===== config.mk =====
export PLATFORM = sky130hd
export DESIGN_NAME = el_adder_host
export DESIGN_NICKNAME = d
export VERILOG_FILES = /design/src/rtl/el_pkg.sv /design/src/rtl/el_sync_flag.sv /design/src/rtl/el_adder_host.sv
export SDC_FILE = /design/constraint.sdc
export NUM_CORES = 1
export LEC_CHECK = 0
export ABC_CLOCK_PERIOD_IN_PS = 2920
export BUFFER_PORTS_ARGS = -buffer_cell sky130_fd_sc_hd__clkbuf_2
export CORE_AREA = 4 4 152 154
export DETAILED_ROUTE_END_ITERATION = 10
export DIE_AREA = 0 0 156 158
export HOLD_SLACK_MARGIN = 0.1
export MAX_ROUTING_LAYER = met4
export PLACE_DENSITY = 0.67
export REMOVE_ABC_BUFFERS = 1
export SLEW_MARGIN = 20
export SYNTH_ARGS = -nofsm -noshare
export SYNTH_HDL_FRONTEND = slang
export SYNTH_SLANG_ARGS = --single-unit

===== constraint.sdc =====
create_clock -name clk -period 2.92 [get_ports clk]
set_clock_uncertainty 0.05 [all_clocks]
set_input_delay 0.438 -clock clk [delete_from_list [all_inputs] [get_ports clk]]
set_output_delay 0.438 -clock clk [all_outputs]
set_load 0.02 [all_outputs]

===== src/rtl/el_pkg.sv =====
// el_pkg: dual-rail encoding constants, FSM state types and single-bit
// encode/decode helpers for the elastic adder host.
package el_pkg;

    localparam logic [1:0] DR_ZERO = 2'b01;
    localparam logic [1:0] DR_ONE  = 2'b10;
    localparam logic [1:0] DR_NULL = 2'b00;
    localparam logic [1:0] DR_ILL  = 2'b11;

    typedef enum logic [1:0] {T_IDLE, T_DATA, T_NULL} tx_state_e;
    typedef enum logic [1:0] {R_IDLE, R_WAIT, R_NULL, R_OUT} rx_state_e;

    function automatic logic [1:0] dr_encode(input logic b);
        return b ? DR_ONE : DR_ZERO;
    endfunction

    // DR_ILL is deliberately not valid so it never completes a word
    function automatic logic dr_valid(input logic [1:0] r);
        return (r == DR_ZERO) || (r == DR_ONE);
    endfunction

    function automatic logic dr_decode(input logic [1:0] r);
        return r == DR_ONE;
    endfunction

endpackage


===== src/rtl/el_sync_flag.sv =====
// el_sync_flag: STAGES-deep single-bit synchroniser with async active-low reset.
module el_sync_flag #(
    parameter int STAGES = 2
) (
    input  logic clk,
    input  logic rst_n,
    input  logic d_i,
    output logic q_o
);

    if (STAGES < 2) begin : g_bad_stages
        $error("el_sync_flag: STAGES must be at least 2");
    end

    logic [STAGES-1:0] sync_q;

    always_ff @(posedge clk or negedge rst_n)
        if (!rst_n) sync_q <= '0;
        else        sync_q <= {sync_q[STAGES-2:0], d_i};

    assign q_o = sync_q[STAGES-1];

endmodule


===== src/rtl/el_adder_host.sv =====
// el_adder_host: valid/ready host driving dual-rail four-phase adder links.
// Define EL_HOST_TIMEOUT_EN to add the per-phase watchdog and sticky err_o.
module el_adder_host
    import el_pkg::*;
#(
    parameter int WIDTH          = 32,
    parameter int RAIL_NUM       = 2,
    parameter int SYNC_STAGES    = 2,
    parameter int TIMEOUT_CYCLES = 1024
) (
    input  logic                      clk,
    input  logic                      rst,
    input  logic                      op_valid_i,
    output logic                      op_ready_o,
    input  logic [WIDTH-1:0]          op_a_i,
    input  logic [WIDTH-1:0]          op_b_i,
    input  logic                      op_c_i,
    output logic                      res_valid_o,
    input  logic                      res_ready_i,
    output logic [WIDTH-1:0]          res_s_o,
    output logic                      res_c_o,
    output logic [RAIL_NUM*WIDTH-1:0] out_a,
    input  logic [WIDTH-1:0]          ack_a_i,
    output logic [RAIL_NUM*WIDTH-1:0] out_b,
    input  logic [WIDTH-1:0]          ack_b_i,
    output logic [RAIL_NUM-1:0]       out_c,
    input  logic                      ack_c_i,
    input  logic [RAIL_NUM*WIDTH-1:0] in_s,
    output logic [WIDTH-1:0]          ack_s_o,
    input  logic [RAIL_NUM-1:0]       in_co,
    output logic                      ack_co_o,
    output logic                      err_o
);

    if (RAIL_NUM != 2) begin : g_bad_rails
        $error("el_adder_host: only RAIL_NUM == 2 is supported");
    end
    if (TIMEOUT_CYCLES < 1) begin : g_bad_timeout
        $error("el_adder_host: TIMEOUT_CYCLES must be positive");
    end

    tx_state_e tx_q, tx_d;
    rx_state_e rx_q, rx_d;
    logic [RAIL_NUM*WIDTH-1:0] out_a_q, out_a_d, out_b_q, out_b_d, enc_a, enc_b;
    logic [RAIL_NUM-1:0] out_c_q, out_c_d;
    logic [WIDTH-1:0] s_q, s_d, dec_s, bit_ok;
    logic co_q, co_d, ack_q, ack_d, valid_q, valid_d, rdy_q, rdy_d;
    logic accept, tmo;
    logic ack_hi, ack_lo, data_done, null_done;
    logic ack_hi_s, ack_lo_s, data_s, null_s;

    for (genvar i = 0; i < WIDTH; i++) begin : g_bit
        assign enc_a[RAIL_NUM*i +: 2] = dr_encode(op_a_i[i]);
        assign enc_b[RAIL_NUM*i +: 2] = dr_encode(op_b_i[i]);
        assign dec_s[i]  = dr_decode(in_s[RAIL_NUM*i +: 2]);
        assign bit_ok[i] = dr_valid(in_s[RAIL_NUM*i +: 2]);
    end

    // Only these four reduced flags cross into the clock domain
    assign ack_hi    = (&ack_a_i) & (&ack_b_i) & ack_c_i;
    assign ack_lo    = ~((|ack_a_i) | (|ack_b_i) | ack_c_i);
    assign data_done = (&bit_ok) & dr_valid(in_co);
    assign null_done = ~(|in_s) & ~(|in_co);

    el_sync_flag #(.STAGES(SYNC_STAGES)) u_sync_ack_hi (.clk(clk), .rst_n(rst), .d_i(ack_hi),    .q_o(ack_hi_s));
    el_sync_flag #(.STAGES(SYNC_STAGES)) u_sync_ack_lo (.clk(clk), .rst_n(rst), .d_i(ack_lo),    .q_o(ack_lo_s));
    el_sync_flag #(.STAGES(SYNC_STAGES)) u_sync_data   (.clk(clk), .rst_n(rst), .d_i(data_done), .q_o(data_s));
    el_sync_flag #(.STAGES(SYNC_STAGES)) u_sync_null   (.clk(clk), .rst_n(rst), .d_i(null_done), .q_o(null_s));

`ifdef EL_HOST_TIMEOUT_EN
    localparam int CW = $clog2(TIMEOUT_CYCLES + 1);
    logic [CW-1:0] tx_cnt_q, rx_cnt_q;
    logic err_q, rx_busy;

    assign rx_busy = (rx_q == R_WAIT) || (rx_q == R_NULL);
    assign tmo = ((tx_q != T_IDLE) && (tx_cnt_q == CW'(TIMEOUT_CYCLES - 1))) ||
                 (rx_busy && (rx_cnt_q == CW'(TIMEOUT_CYCLES - 1)));
    assign err_o = err_q;

    // Each counter restarts whenever its FSM changes phase
    always_ff @(posedge clk or negedge rst)
        if (!rst) begin
            tx_cnt_q <= '0;
            rx_cnt_q <= '0;
            err_q    <= 1'b0;
        end else begin
            tx_cnt_q <= (tmo || tx_d != tx_q || tx_q == T_IDLE) ? '0 : tx_cnt_q + CW'(1);
            rx_cnt_q <= (tmo || rx_d != rx_q || !rx_busy) ? '0 : rx_cnt_q + CW'(1);
            err_q    <= err_q | tmo;
        end
`else
    assign tmo   = 1'b0;
    assign err_o = 1'b0;
`endif

    assign accept = op_valid_i && rdy_q;

    always_comb begin
        tx_d    = tx_q;
        rx_d    = rx_q;
        out_a_d = out_a_q;
        out_b_d = out_b_q;
        out_c_d = out_c_q;
        s_d     = s_q;
        co_d    = co_q;
        ack_d   = ack_q;
        valid_d = valid_q;
        case (tx_q)
            T_IDLE: if (accept) begin
                tx_d    = T_DATA;
                out_a_d = enc_a;
                out_b_d = enc_b;
                out_c_d = dr_encode(op_c_i);
            end
            T_DATA: if (ack_hi_s) begin
                tx_d    = T_NULL;
                out_a_d = '0;
                out_b_d = '0;
                out_c_d = DR_NULL;
            end
            T_NULL:  tx_d = ack_lo_s ? T_IDLE : T_NULL;
            default: tx_d = T_IDLE;
        endcase
        case (rx_q)
            R_IDLE: rx_d = accept ? R_WAIT : R_IDLE;
            R_WAIT: if (data_s) begin
                rx_d  = R_NULL;
                s_d   = dec_s;
                co_d  = dr_decode(in_co);
                ack_d = 1'b1;
            end
            R_NULL: if (null_s) begin
                rx_d    = R_OUT;
                ack_d   = 1'b0;
                valid_d = 1'b1;
            end
            R_OUT: if (res_ready_i) begin
                rx_d    = R_IDLE;
                valid_d = 1'b0;
            end
            default: rx_d = R_IDLE;
        endcase
        if (tmo) begin
            tx_d    = T_IDLE;
            rx_d    = R_IDLE;
            out_a_d = '0;
            out_b_d = '0;
            out_c_d = DR_NULL;
            ack_d   = 1'b0;
            valid_d = 1'b0;
        end
        rdy_d = (tx_d == T_IDLE) && (rx_d == R_IDLE) && !valid_d;
    end

    always_ff @(posedge clk or negedge rst)
        if (!rst) begin
            tx_q    <= T_IDLE;
            rx_q    <= R_IDLE;
            out_a_q <= '0;
            out_b_q <= '0;
            out_c_q <= DR_NULL;
            s_q     <= '0;
            co_q    <= 1'b0;
            ack_q   <= 1'b0;
            valid_q <= 1'b0;
            rdy_q   <= 1'b0;
        end else begin
            tx_q    <= tx_d;
            rx_q    <= rx_d;
            out_a_q <= out_a_d;
            out_b_q <= out_b_d;
            out_c_q <= out_c_d;
            s_q     <= s_d;
            co_q    <= co_d;
            ack_q   <= ack_d;
            valid_q <= valid_d;
            rdy_q   <= rdy_d;
        end

    assign op_ready_o  = rdy_q;
    assign res_valid_o = valid_q;
    assign res_s_o     = s_q;
    assign res_c_o     = co_q;
    assign out_a       = out_a_q;
    assign out_b       = out_b_q;
    assign out_c       = out_c_q;
    assign ack_s_o     = {WIDTH{ack_q}};
    assign ack_co_o    = ack_q;

endmodule


==> run metrics <==
final RePlAce weighted congestion 0.8443; library cell occupying the most area in the post-synthesis netlist dfrtp_1; cell total after placement 1264; number of storage elements in the synthesis netlist 178; Placeable Area 21690 sq um; number of buffers between clock root and the deepest sink 2; number of synthesized flops with an enable pin 0; count of nets left with antenna violations after detail routing 0; Post-layout nets 1274; post-layout instance count excluding filler cells 1297; result of the run finished, final reports clean; Fin. Hold Viols 0; clock tree from TritonCTS yes; CP max stage cell dfrtp_1; CTS sink cnt 178; layout cell share with drive strength beyond 1 0.4661; die outline height 158 um; sequential element share of the synthesized area 0.5489; final core utilization 0.4955; Die Area 24650 sq um; total global routing track utilization 0.1878; number of optimization iterations in the first detailed-route pass 4; DR WL/cell 17.73 um; average via count per standard cell 4.959; first-pass GRT wire length 35570 um; maximum number of pins on one net before global-route repair 83; ports placed on the boundary 399; final worst path period share 0.7399; data required time of the worst path 2.43 ns; netlist area before placement 8115 sq um; antenna violations before repair 0; number of antenna cells inserted 0; worst reg2reg path startpoint op_ready_o$_DFF_PN0_; Largest delay share family, worst path flip-flops; max_slew headroom 0.3807; count of buffers from port buffering 397; post-CTS setup-driven buffer insertion count 0; worst-skew pair later-pin latency 0.41 ns; Setup CP Type flop to output pin; root cell of the clock tree clkbuf_16; Netlist cell types 32; total via count in the routed design 6432; most common cell in the netlist dfrtp_1; Async SR Flop Fraction 1.000; effective utilization at floorplan 0.3742; ranking of synthesized cells by instance count dfrtp_1 (178), ha_1 (70), inv_1 (70); class of the tightest hold or removal check primary input to flop; Layout area overhead 32.42%; stage delay of the slowest cell on the critical path 0.95 ns; MaxCap Viol Count 0; post-detail-place hpwl 17840 um; pins over their slew limit 0; Top FF cell, synth dfrtp_1; share of the synthesized area in the top cell type 0.5489; launch point of the worst hold path op_a_i[31]; Warnings, synthesis 0; iteration-0 DRC count of the detailed router 292; critical-path maximum fanout 34; Die W 156 um; total wire length after detailed routing 23000 um; Post-Route Setup TNS 0 ns; clock slew seen by the registers of the worst setup and hold paths 0.08 ns; shortest clock period the worst path allows after layout 2.161 ns; crit end category output pin; Remaining DRCs 0; number of global-route vias before repair 6630; number of H-tree levels 4; leakage 5.894 nW; Inserted Clock Buffers 17; Tightest Pin Transition 0.9290 ns; power density over the cells 848.5 nW/um^2; post-route total power 9.119 mW; synth top area cells dfrtp_1 (55%), ha_1 (11%), a22o_1 (7.0%); setup-violating endpoint count in the final report 0; Max Freq 462.8 MHz; # rows 54; setup repair after global routing missed its margin false; kind of start point of the critical path flop; Mapped Avg Cell Area 12.64 sq um; Mapped Cells 642; arrival time worst endpoint 1.67 ns; worst vdd rail ir drop 0.3679 mV; CP cell instances clkbuf_2; Crit path buffers/inverters 1; sum of overflow across all layers after global routing 0; worst setup path start ack_co_o$_DFFE_PN0P_
-- layer usage --
layer,wire (um),up-vias,global-route usage,share of wire
li1,-,3033,-,-
met1,9634,3081,0.2349,0.42
met2,11150,298,0.3100,0.48
met3,1923,20,0.04401,0.084
met4,293,0,0.04627,0.013
met5,0,-,-,0
-- stage by stage --
stage	hold slack, ns	setup WS (ns)	area (sq um)
5_1_grt	0.1173	0.5587	10750
4_1_cts	0.1182	0.6877	10750
3_3_place_gp	0.2844	0.6890	10150
3_5_place_dp	0.2879	0.6816	10150
6_report	0.1444	0.7595	10750
2_1_floorplan	0.09241	-1.800	7686
-- cells by family (layout without fill, tap and decap cells) --
| family | Yosys count | in the layout | share of synthesized area |
|---|---|---|---|
| and+or+nand+nor | 85 | 85 | 0.06106 |
| adders and majority gates | 70 | 70 | 0.1079 |
| buffers and inverters | 134 | 509 | 0.08526 |
| DFF | 178 | 178 | 0.5489 |
| other | 1 | 1 | 0.0004621 |
| muxes | 34 | 34 | 0.04718 |
| AOI/OAI and AO/OA | 140 | 140 | 0.1492 |
-- sequential cells by signal, summed over array words and instances, names as in the netlist --
name / flops
out_b: 64
u_sync_null.sync_q: 2
res_c_o: 1
tx_q: 2
rx_q: 2
res_s_o: 32
u_sync_data.sync_q: 2
u_sync_ack_lo.sync_q: 2
ack_co_o: 1
u_sync_ack_hi.sync_q: 2
out_c: 2
out_a: 64
op_ready_o: 1
res_valid_o: 1
-- repair_timing --
item / in CTS / in global routing
hold endpoints to repair: 64 / 0
hold buffers: 1 / 0
gates resized for setup: 0 / 0
-- layout make-up --
class	instances	area (sq um)
Clock inverter	14	158.9
Tap cell	280	350.3
Inverter	70	262.8
Fill cell	1938	10940
Clock buffer	18	429.2
Multi-Input combinational cell	330	2983
Sequential cell	178	4454
Timing Repair Buffer	407	2108
-- cells in the final DEF, fill, tap and decap left out, types with 17 or more instances in the layout --
cell | synthesis | layout
clkbuf_16 | 0 | 17
ha_1 | 70 | 70
o2bb2ai_1 | 65 | 65
a22o_1 | 65 | 65
nor4_1 | 20 | 20
inv_1 | 70 | 70
mux2_2 | 34 | 34
dfrtp_1 | 178 | 178
clkbuf_2 | 0 | 396
nand4_1 | 33 | 33
-- worst paths after layout --
path / slack, ns / endpoint / depth (start not counted)
min in group asynchronous: 0.54 / out_b[42]$_DFFE_PN0P_ / 2
worst min-delay path: 0.14 / out_a[62]$_DFFE_PN0P_ / 2
max in group asynchronous: 1.45 / out_a[29]$_DFFE_PN0P_ / 3
worst min register to register: 0.30 / u_sync_null.sync_q[1]$_DFF_PN0_ / 0
worst max-delay path: 0.76 / ack_s_o[1] / 1
worst max register to register: 0.78 / out_a[57]$_DFFE_PN0P_ / 5
-- report_power, final --
part	switching [mW]	internal, mW
sequential	0.498	3.26
combinational	1.86	1.23
clock	1.12	1.16
total	3.47	5.65
Note: power is estimated with default switching activity, not from simulation.
